### src/rtl/elliptic_curve_structs_pkg.sv
// ----------------------------------------------------------------------------
// elliptic_curve_structs
//   Shared types for the ECDSA sign controller and its datapath:
//     modop_t      - operation code driven to the shared modular ALU
//     modstep_t    - destination register of a modop result
//     sign_state_t - sign controller state encoding
//   Helpers classify states into wait states (start/done handshake) and the
//   four modop states.
// ----------------------------------------------------------------------------
package elliptic_curve_structs;

  // MOD_NOP is the idle encoding driven outside any modop state.
  typedef enum logic [1:0] {
    MOD_NOP = 2'd0,
    MOD_ADD = 2'd1,
    MOD_MUL = 2'd2,
    MOD_INV = 2'd3
  } modop_t;

  typedef enum logic [1:0] {
    STEP_KINV  = 2'd0,
    STEP_T_RD  = 2'd1,
    STEP_T_ZRD = 2'd2,
    STEP_S     = 2'd3
  } modstep_t;

  typedef enum logic [3:0] {
    ST_IDLE  = 4'd0,
    ST_HASH  = 4'd1,
    ST_NONCE = 4'd2,
    ST_PMUL  = 4'd3,
    ST_CHK_R = 4'd4,
    ST_INV   = 4'd5,
    ST_RD    = 4'd6,
    ST_ZRD   = 4'd7,
    ST_SMUL  = 4'd8,
    ST_CHK_S = 4'd9,
    ST_RETRY = 4'd10,
    ST_DONE  = 4'd11,
    ST_FAIL  = 4'd12
  } sign_state_t;

  function automatic logic is_modop_state(sign_state_t s);
    return s inside {ST_INV, ST_RD, ST_ZRD, ST_SMUL};
  endfunction

  function automatic logic is_wait_state(sign_state_t s);
    return (s inside {ST_HASH, ST_NONCE, ST_PMUL}) || is_modop_state(s);
  endfunction

endpackage

### src/rtl/ecdsa_sign_control_wait_timer.sv
// ----------------------------------------------------------------------------
// ecdsa_sign_wait_timer
//   Per-handshake watchdog for the sign controller. Counts cycles spent in the
//   current wait state; the count is 0 in the entry (start-pulse) cycle, so
//   expired_o rises in the cycle the count reaches TIMEOUT_CYCLES-1.
//   Only instantiated when ECDSA_SIGN_TIMEOUT_EN is defined.
// Ports
//   clk, reset  clock, synchronous active-high reset
//   wait_i      controller is in a wait state
//   entry_i     first cycle of a wait state (start pulse is high)
//   expired_o   watchdog limit reached this cycle
// ----------------------------------------------------------------------------
module ecdsa_sign_wait_timer #(
  parameter int unsigned TIMEOUT_CYCLES = 1 << 20
) (
  input  logic clk,
  input  logic reset,
  input  logic wait_i,
  input  logic entry_i,
  output logic expired_o
);

  localparam int unsigned CNT_W = (TIMEOUT_CYCLES > 2) ? $clog2(TIMEOUT_CYCLES) : 1;
  localparam logic [CNT_W-1:0] LAST = CNT_W'(TIMEOUT_CYCLES - 1);

  logic [CNT_W-1:0] cnt_q, cnt_d, cur;

  // Back-to-back wait states (INV->RD...) never pass through a non-wait
  // cycle, so the entry cycle overrides the stale count from the last state.
  assign cur       = entry_i ? '0 : cnt_q;
  assign cnt_d     = wait_i ? cur + CNT_W'(1) : '0;
  assign expired_o = wait_i && (cur == LAST);

  always_ff @(posedge clk) begin
    if (reset) cnt_q <= '0;
    else       cnt_q <= cnt_d;
  end

endmodule

### src/rtl/ecdsa_sign_control.sv
// ----------------------------------------------------------------------------
// ecdsa_sign_control
//   Sequencing FSM for ECDSA signature generation:
//     z = H(m); k = RNG; r = (k*G).x mod n;
//     s = k^-1 * (z + r*d) mod n via INV, MUL, ADD, MUL on the shared ALU.
//   r==0 or s==0 draws a fresh nonce (z is kept) up to MAX_RETRY attempts.
//   Control only; the datapath holds operands and reports r_zero / s_zero.
//   Optional feature macro: ECDSA_SIGN_TIMEOUT_EN adds a per-handshake
//   watchdog (TIMEOUT_CYCLES) that ends the run in FAIL.
// Ports
//   clk, reset                    clock, synchronous active-high reset
//   init_sign_i                   start a signature (sampled in IDLE only)
//   busy_o                        high outside IDLE
//   done_sign_o / sign_error_o    1-cycle completion pulse / error qualifier
//   start_hash_o  done_hash_i  load_hash_o   hash core handshake, store z
//   start_nonce_o done_nonce_i load_k_o      nonce RNG handshake, store k
//   start_pmul_o  done_pmul_i  load_r_o      point multiply, store r
//   r_zero_i                                 r==0 flag, read in CHK_R
//   start_modop_o done_modop_i load_modop_o  modular ALU handshake
//   modop_o, modop_step_o                    ALU op and result destination
//   s_zero_i                                 s==0 flag, read in CHK_S
// ----------------------------------------------------------------------------
module ecdsa_sign_control
  import elliptic_curve_structs::*;
#(
  parameter int unsigned MAX_RETRY      = 4,
  parameter int unsigned TIMEOUT_CYCLES = 1 << 20
) (
  input  logic     clk,
  input  logic     reset,
  input  logic     init_sign_i,
  output logic     busy_o,
  output logic     done_sign_o,
  output logic     sign_error_o,
  output logic     start_hash_o,
  input  logic     done_hash_i,
  output logic     load_hash_o,
  output logic     start_nonce_o,
  input  logic     done_nonce_i,
  output logic     load_k_o,
  output logic     start_pmul_o,
  input  logic     done_pmul_i,
  output logic     load_r_o,
  input  logic     r_zero_i,
  output logic     start_modop_o,
  output modop_t   modop_o,
  output modstep_t modop_step_o,
  input  logic     done_modop_i,
  output logic     load_modop_o,
  input  logic     s_zero_i
);

  localparam int unsigned RETRY_W = $clog2(MAX_RETRY + 1);

  if (MAX_RETRY < 1 || TIMEOUT_CYCLES < 2) begin : g_cfg_bad
    $error("ecdsa_sign_control: MAX_RETRY must be >= 1 and TIMEOUT_CYCLES >= 2");
  end

  sign_state_t      state_q;
  logic [RETRY_W-1:0] retry_q;
  logic             busy_q, done_q, error_q;
  logic             start_hash_q, start_nonce_q, start_pmul_q, start_modop_q;
  modop_t           modop_q;
  modstep_t         step_q;

  // A done is honoured only after the start cycle of its own state; the
  // start pulse being high marks that start cycle.
  logic hash_ack, nonce_ack, pmul_ack, modop_ack, ack_any, start_any, tmo;
  logic last_try;

  assign hash_ack  = (state_q == ST_HASH)  && !start_hash_q  && done_hash_i;
  assign nonce_ack = (state_q == ST_NONCE) && !start_nonce_q && done_nonce_i;
  assign pmul_ack  = (state_q == ST_PMUL)  && !start_pmul_q  && done_pmul_i;
  assign modop_ack = is_modop_state(state_q) && !start_modop_q && done_modop_i;
  assign ack_any   = hash_ack | nonce_ack | pmul_ack | modop_ack;
  assign start_any = start_hash_q | start_nonce_q | start_pmul_q | start_modop_q;

  assign last_try = (({1'b0, retry_q} + (RETRY_W + 1)'(1)) == (RETRY_W + 1)'(MAX_RETRY));

`ifdef ECDSA_SIGN_TIMEOUT_EN
  ecdsa_sign_wait_timer #(
    .TIMEOUT_CYCLES(TIMEOUT_CYCLES)
  ) u_wait_timer (
    .clk      (clk),
    .reset    (reset),
    .wait_i   (is_wait_state(state_q)),
    .entry_i  (start_any),
    .expired_o(tmo)
  );
`else
  assign tmo = 1'b0;
`endif

  always_ff @(posedge clk) begin
    if (reset) begin
      state_q       <= ST_IDLE;
      retry_q       <= '0;
      busy_q        <= 1'b0;
      done_q        <= 1'b0;
      error_q       <= 1'b0;
      start_hash_q  <= 1'b0;
      start_nonce_q <= 1'b0;
      start_pmul_q  <= 1'b0;
      start_modop_q <= 1'b0;
      modop_q       <= MOD_NOP;
      step_q        <= STEP_KINV;
    end else begin
      start_hash_q  <= 1'b0;
      start_nonce_q <= 1'b0;
      start_pmul_q  <= 1'b0;
      start_modop_q <= 1'b0;
      done_q        <= 1'b0;
      error_q       <= 1'b0;

      case (state_q)
        ST_IDLE: if (init_sign_i) begin
          state_q      <= ST_HASH;
          start_hash_q <= 1'b1;
          retry_q      <= '0;
          busy_q       <= 1'b1;
        end
        ST_HASH: if (hash_ack) begin
          state_q       <= ST_NONCE;
          start_nonce_q <= 1'b1;
        end
        ST_NONCE: if (nonce_ack) begin
          state_q      <= ST_PMUL;
          start_pmul_q <= 1'b1;
        end
        ST_PMUL: if (pmul_ack) state_q <= ST_CHK_R;
        ST_CHK_R: begin
          if (r_zero_i) begin
            state_q <= ST_RETRY;
          end else begin
            state_q       <= ST_INV;
            start_modop_q <= 1'b1;
            modop_q       <= MOD_INV;
            step_q        <= STEP_KINV;
          end
        end
        ST_INV: if (modop_ack) begin
          state_q       <= ST_RD;
          start_modop_q <= 1'b1;
          modop_q       <= MOD_MUL;
          step_q        <= STEP_T_RD;
        end
        ST_RD: if (modop_ack) begin
          state_q       <= ST_ZRD;
          start_modop_q <= 1'b1;
          modop_q       <= MOD_ADD;
          step_q        <= STEP_T_ZRD;
        end
        ST_ZRD: if (modop_ack) begin
          state_q       <= ST_SMUL;
          start_modop_q <= 1'b1;
          modop_q       <= MOD_MUL;
          step_q        <= STEP_S;
        end
        ST_SMUL: if (modop_ack) begin
          state_q <= ST_CHK_S;
          modop_q <= MOD_NOP;
          step_q  <= STEP_KINV;
        end
        ST_CHK_S: begin
          if (s_zero_i) begin
            state_q <= ST_RETRY;
          end else begin
            state_q <= ST_DONE;
            done_q  <= 1'b1;
          end
        end
        ST_RETRY: begin
          if (last_try) begin
            state_q <= ST_FAIL;
            done_q  <= 1'b1;
            error_q <= 1'b1;
          end else begin
            state_q       <= ST_NONCE;
            start_nonce_q <= 1'b1;
            retry_q       <= retry_q + RETRY_W'(1);
          end
        end
        ST_DONE, ST_FAIL: begin
          state_q <= ST_IDLE;
          busy_q  <= 1'b0;
        end
        default: begin
          state_q <= ST_IDLE;
          busy_q  <= 1'b0;
        end
      endcase

      // Watchdog overrides the case above; a done in the same cycle wins.
      if (tmo && !ack_any) begin
        state_q <= ST_FAIL;
        done_q  <= 1'b1;
        error_q <= 1'b1;
        modop_q <= MOD_NOP;
        step_q  <= STEP_KINV;
      end
    end
  end

  assign busy_o        = busy_q;
  assign done_sign_o   = done_q;
  assign sign_error_o  = error_q;
  assign start_hash_o  = start_hash_q;
  assign start_nonce_o = start_nonce_q;
  assign start_pmul_o  = start_pmul_q;
  assign start_modop_o = start_modop_q;
  assign modop_o       = modop_q;
  assign modop_step_o  = step_q;
  assign load_hash_o   = hash_ack;
  assign load_k_o      = nonce_ack;
  assign load_r_o      = pmul_ack;
  assign load_modop_o  = modop_ack;

endmodule

### config.mk
export PLATFORM = sky130hd
export DESIGN_NAME = ecdsa_sign_control
export DESIGN_NICKNAME = d
export VERILOG_FILES = /design/src/rtl/elliptic_curve_structs_pkg.sv /design/src/rtl/ecdsa_sign_control_wait_timer.sv /design/src/rtl/ecdsa_sign_control.sv
export SDC_FILE = /design/constraint.sdc
export NUM_CORES = 1
export LEC_CHECK = 0
export BUFFER_PORTS_ARGS = -buffer_cell sky130_fd_sc_hd__buf_2
export CAP_MARGIN = 20
export CORE_MARGIN = 3
export CORE_UTILIZATION = 53
export CTS_BUF_LIST = sky130_fd_sc_hd__clkbuf_16
export DETAILED_ROUTE_END_ITERATION = 6
export PLACE_DENSITY = 0.81
export SLEW_MARGIN = 20
export SYNTH_ARGS = -nofsm -noshare
export SYNTH_HDL_FRONTEND = slang
export SYNTH_HIERARCHICAL = 1
export SYNTH_SLANG_ARGS = --single-unit
### constraint.sdc
create_clock -name clk -period 2.3 [get_ports clk]
set_clock_uncertainty 0.05 [all_clocks]
set_input_delay 0.115 -clock clk [delete_from_list [all_inputs] [get_ports clk]]
set_output_delay 0.115 -clock clk [all_outputs]
set_load 0.01 [all_outputs]
# --- Word level (Yosys, flattened, before mapping) ---
# Index checks and enable logic that the tools add are counted.
op_classes:
  add_sub_neg: 2
  n_mul: 0
  div: 0
  magnitude_cmp: 0
  n_eq_ne: 22
  shift: 0
  n_mux: 36
  bitwise: 4
  n_reduce_logical: 28
ops:
  columns: ["operator", "count"]
  rows:
  - ["one-hot mux 4 bit (11 select lines)", 1]
  - ["2-to-1 mux 4 bit", 10]
  - ["== test 4 x 3 -> 1 bit (second input constant)", 5]
  - ["!= test 2 bit (second input constant)", 10]
  - ["== test 4 bit (second input constant)", 3]
  - ["2-to-1 mux 2 bit", 6]
  - ["2-to-1 mux 1 bit", 10]
  - ["one-hot mux 2 bit (5 select lines)", 1]
  - ["OR reduction 10 bit", 1]
  - ["== test 4 x 2 -> 1 bit (second input constant)", 2]
  - ["logical AND 1 bit", 8]
  - ["one-hot mux 1 bit (2 select lines)", 4]
  - ["one-hot mux 2 bit (4 select lines)", 1]
  - ["AND reduction 8 bit", 1]
  - ["nonzero test 4 bit", 2]
  - ["OR reduction 2 bit", 4]
  - ["2-to-1 mux 3 bit", 2]
  - ["one-hot mux 3 bit (2 select lines)", 1]
  - ["AND reduction 6 bit", 1]
  - ["AND reduction 5 bit", 1]
  - ["nonzero test 5 bit", 1]
  - ["adder 3 x 1 -> 4 bit (second input constant)", 1]
  - ["== test 4 x 1 -> 1 bit (second input constant)", 1]
  - ["zero test 1 bit", 4]
  - ["8 further kinds", 11]
word_totals:
  regBits: 18
  latch_bits: 0
  ram_bits: 0
  mem_bits_ro: 0
  inputBits: 9
  out_inout_bits: 15
  mem_count: 0

# --- Logic depth before layout (Yosys ltp) ---
depth:
  depth_word: 6
  ltp_mapped: 6
  mapped_depth_nobuf: 5

# --- Least setup slack after synthesis ---
# OpenSTA, ideal clock, no wires.
synth_timing:
  kind: "register to register"
  startpoint: "register state_q[1]"
  endpoint: "register state_q[2]"
  setup_ns: 0.121
  arrival_ns: 1.598
  path_slack_ns: 0.531
  stages_incl_launch_ff: 6
  path_buffers: 1
  synth_period_minus_slack_ns: 1.769
  path_cell_list: "dfxtp_1 -> buf_6 -> or4b_4 -> o21a_4 -> o211ai_2 -> mux2_2"
synth_between:
  elab_chain_cells: 6
synth_lines:
  columns: ["item", "line_no", "text"]
  rows:
  - ["start: declaration", "ecdsa_sign_control.sv:59", "sign_state_t state_q;"]
  - ["start signal: assignment", "ecdsa_sign_control.sv:96", "state_q <= ST_IDLE;"]
  - ["start signal: assignment", "ecdsa_sign_control.sv:117", "state_q <= ST_HASH;"]
  - ["start signal: assignment", "ecdsa_sign_control.sv:123", "state_q <= ST_NONCE;"]
  - ["== test 4 x 3 -> 1 bit / == test 4 bit (equally long branches)", "elliptic_curve_structs_pkg.sv:44, ecdsa_sign_control.sv:115", null]
  - ["nonzero test 4 bit", "elliptic_curve_structs_pkg.sv:44", "return s inside {ST_INV, ST_RD, ST_ZRD, ST_SMUL};"]
  - ["logical AND 1 bit (2 in a row)", "ecdsa_sign_control.sv:74", "assign modop_ack = is_modop_state(state_q) && !start_modop_q && done_modop_i;"]
  - ["!= test 2 bit (no source line)", null, null]
  - ["AND reduction 8 bit (no source line)", null, null]
# Several ways; a longest one is shown, not always the timed one.
# A chain may end at the register's enable or synchronous reset.

# --- Worst setup path after layout ---
layout_timing:
  startpoint: "register state_q[3]"
  endpoint: "register state_q[3]"
# The elaborated chain is that of the path after synthesis.

==> flow_summary_export.csv <==
group,metric,value,unit
yosys,synth_cell_types,42,
place,portBuffers,23,
yosys,yosysSeqAreaShare,32.3,%
timing,final-setup-viol-count,0,
clocking,clkTransAtPathRegs,50,ps
yosys,yosys_warnings,6,
critical_path,crit_fanout,14,
flow_run,cap_violations,0,
power,ir_worst_vdd,0.726,mV
clocking,tritoncts,"yes",
critical_path,reg2reg_from,"state_q[3]$_SDFFE_PP0P_",
floorplanning,fp.dieArea,0.00269,mm^2
grt,grt_pass1_vias,1000,
critical_path,timing.rr.end,"state_q[3]$_SDFFE_PP0P_",
floorplanning,die_x,51.9,um
yosys,syn_nets,146,
place,place_congestion,0.856,
critical_path,critical_path_class,"flip-flop to flip-flop",
yosys,synth-simple-area-share,32.7,%
critical_path,critPathRequiredTime,2380,ps
timing,fmax,0.494,GHz
yosys,synth-edff-count,0,
yosys,synth_xor_area_share,0,%
timing,setup_tns,0,ps
detailed_routing,firstDrtPassIters,4,
finish,layout_commonest_cell,"buf_2",
timing,tightest_slew,597,ps
critical_path,start_kind,"flip-flop",
yosys,synth-adder-area-share,1.12,%
grt,antenna_found_initial,0,
detailed_routing,viasPerCell,6.08,
clocking,insertion_delay,250,ps
finish,layout_common_cells,"23 x buf_2, 18 x dfxtp_1, 11 x nand2_1, 10 x nor2b_1",
floorplanning,num_io_pins,24,
clocking,cts-resized-gates,0,
yosys,synth-main-ff-cell,"dfxtp_1",
timing,finalHoldViolCount,0,
yosys,synth_compound_area_share,23.7,%
clocking,post_cts_buffers,0,
place,dpl.hpwl,1890,um
detailed_routing,drt-initial-drc-count,30,
clocking,cts_hold_buf,0,
detailed_routing,wl_per_cell,14.7,um
yosys,netlist_area,0.00111,mm^2
grt,gr-usage-all-layers,21.7,%
power,leakage,0.543,nW
clocking,cts_max_level,1,
timing,layout_min_cycle_time,2020,ps
timing,maxSlewViolCount,0,
detailed_routing,vias,1100,
finish,diodes,0,
outcome,run_status,"completed",
clocking,cts_root_buffer,"clkbuf_16",
worst_hold_path,min_path_type,"input pin to flip-flop",
critical_path,crit_start,"state_q[3]$_SDFFE_PP0P_",
yosys,synth_top_family_by_area,"simple AND/OR/NAND/NOR gates",
floorplanning,die_height,51.9,um
yosys,syn_inst,136,
detailed_routing,wirelength,2660,um
critical_path,cp-endpoint,"state_q[3]$_SDFFE_PP0P_",
critical_path,r2r_setup_slack,280,ps
grt,grt_pass1_wl,4440,um
detailed_routing,detail-route-antenna-nets,0,
finish,fin_nets,168,
finish,fin_area,0.00132,mm^2
yosys,muxShareOfSynthArea,4.71,%
critical_path,r2r_cells,4,
power,power_density,889,mW/mm^2
timing,maxSlewHeadroom,60.2,%
floorplanning,fp-row-count,15,
finish,synthToLayoutAreaGrowth,18.1,%
finish,drive_gt1_share,23.1,%
yosys,avgSynthCellArea,8.20,um^2
timing,fin_crit_sh,87.9,%
floorplanning,initial_core_util,60.0,%
floorplanning,core_area,0.00186,mm^2
clocking,numCtsBuffers,3,
critical_path,end_kind,"flip-flop",
place,place_area,0.00124,mm^2
yosys,ys_ff_latch,18,
grt,grt_max_degree,22,
grt,grt-ovfl-total,0,
clocking,cts_sinks,18,
clocking,cts.path.max_buffers,2,
yosys,async_reset_ff_share,0,%
critical_path,worstPathArrival,2100,ps
detailed_routing,drc_errors,0,
timing,rsz0062_at_grt,"no",
[metal layers]
layer | GRT usage (%) | vias to the layer above | share of wire (%)
met2 | 36.6 | 29 | 51
met1 | 27.9 | 522 | 44
met3 | 2.87 | 4 | 3.9
met4 | 7.86 | 0 | 1.0
met5 | 0 | - | 0
li1 | - | 545 | -
[synth_stat cells, types with 3 or more instances]
| master | number | area, um^2 |
|---|---|---|
| nor2b_1 | 10 | 62.6 |
| buf_2 | 4 | 20.0 |
| nand2_1 | 11 | 41.3 |
| inv_1 | 3 | 11.3 |
| nand3_1 | 3 | 15.0 |
| nor3_1 | 4 | 20.0 |
| nor3b_1 | 5 | 37.5 |
| mux2i_1 | 3 | 30.0 |
| nand2b_1 | 9 | 56.3 |
| a21oi_1 | 9 | 45.0 |
| o21ai_0 | 6 | 30.0 |
| clkbuf_1 | 3 | 11.3 |
| a211oi_1 | 3 | 22.5 |
| nor4bb_1 | 3 | 30.0 |
| dfxtp_1 | 18 | 360 |
| nor2_1 | 9 | 33.8 |
[through the flow]
step | setup WS, ps | hold slack, ps | utilization (%) | instances | power (mW)
3_5_place_dp | 302 | 328 | 66.8 | 178 | 0.824
2_1_floorplan | 531 | 179 | - | 136 | 0.725
5_1_grt | 134 | 89.8 | 70.8 | 181 | 1.23
4_1_cts | 297 | 70.3 | 70.8 | 181 | 1.17
6_report | 277 | 67.1 | 70.8 | 181 | 1.17
3_3_place_gp | 377 | 327 | 66.8 | 178 | 0.811
[cells by family after synthesis]
family / after synthesis
simple gates: 63
compound gates: 36
flops: 18
buf+inv: 13
mux: 5
fa+ha+maj: 1
[worst min-delay path by stage]
| stage | depth (start not counted) | end | start | slack [ps] |
|---|---|---|---|---|
| 2_1_floorplan | 2 | start_hash_o$_SDFF_PP0_ | init_sign_i | 180 |
| 3_3_place_gp | 3 | start_hash_o$_SDFF_PP0_ | init_sign_i | 330 |
| 3_5_place_dp | 3 | start_hash_o$_SDFF_PP0_ | init_sign_i | 330 |
| 4_1_cts | 3 | start_hash_o$_SDFF_PP0_ | init_sign_i | 70 |
| 5_1_grt | 3 | start_hash_o$_SDFF_PP0_ | init_sign_i | 90 |
| 6_report | 3 | start_hash_o$_SDFF_PP0_ | init_sign_i | 70 |
[power breakdown]
part           total [mW]  internal (mW)  switching (mW)
logic               0.416          0.176           0.240
clock network       0.339          0.229           0.111
registers           0.414          0.346          0.0683
total                1.17          0.750           0.419
[final cells by class]
| type | count | area, um^2 |
|---|---|---|
| Inverter | 3 | 11.3 |
| Sequential cell | 18 | 360 |
| Fill cell | 145 | 542 |
| Multi-Input combinational cell | 105 | 693 |
| Tap cell | 25 | 31.3 |
| Timing Repair Buffer | 27 | 145 |
| Clock buffer | 3 | 75.1 |
[registers in the layout, indices dropped and copies added (netlist names)]
signal / cells
sign_error_o: 1
start_modop_o: 1
retry_q: 3
start_nonce_o: 1
state_q: 4
start_pmul_o: 1
done_sign_o: 1
start_hash_o: 1
modop_o: 2
modop_step_o: 2
busy_o: 1
[worst max-delay path: stages, from the launching register on]
cell      delay (ps)
dfxtp_1          580
or4b_4           540
o21a_4           150
o211ai_2         230
mux2_2           360
Note: power is estimated with default switching activity, not from simulation.
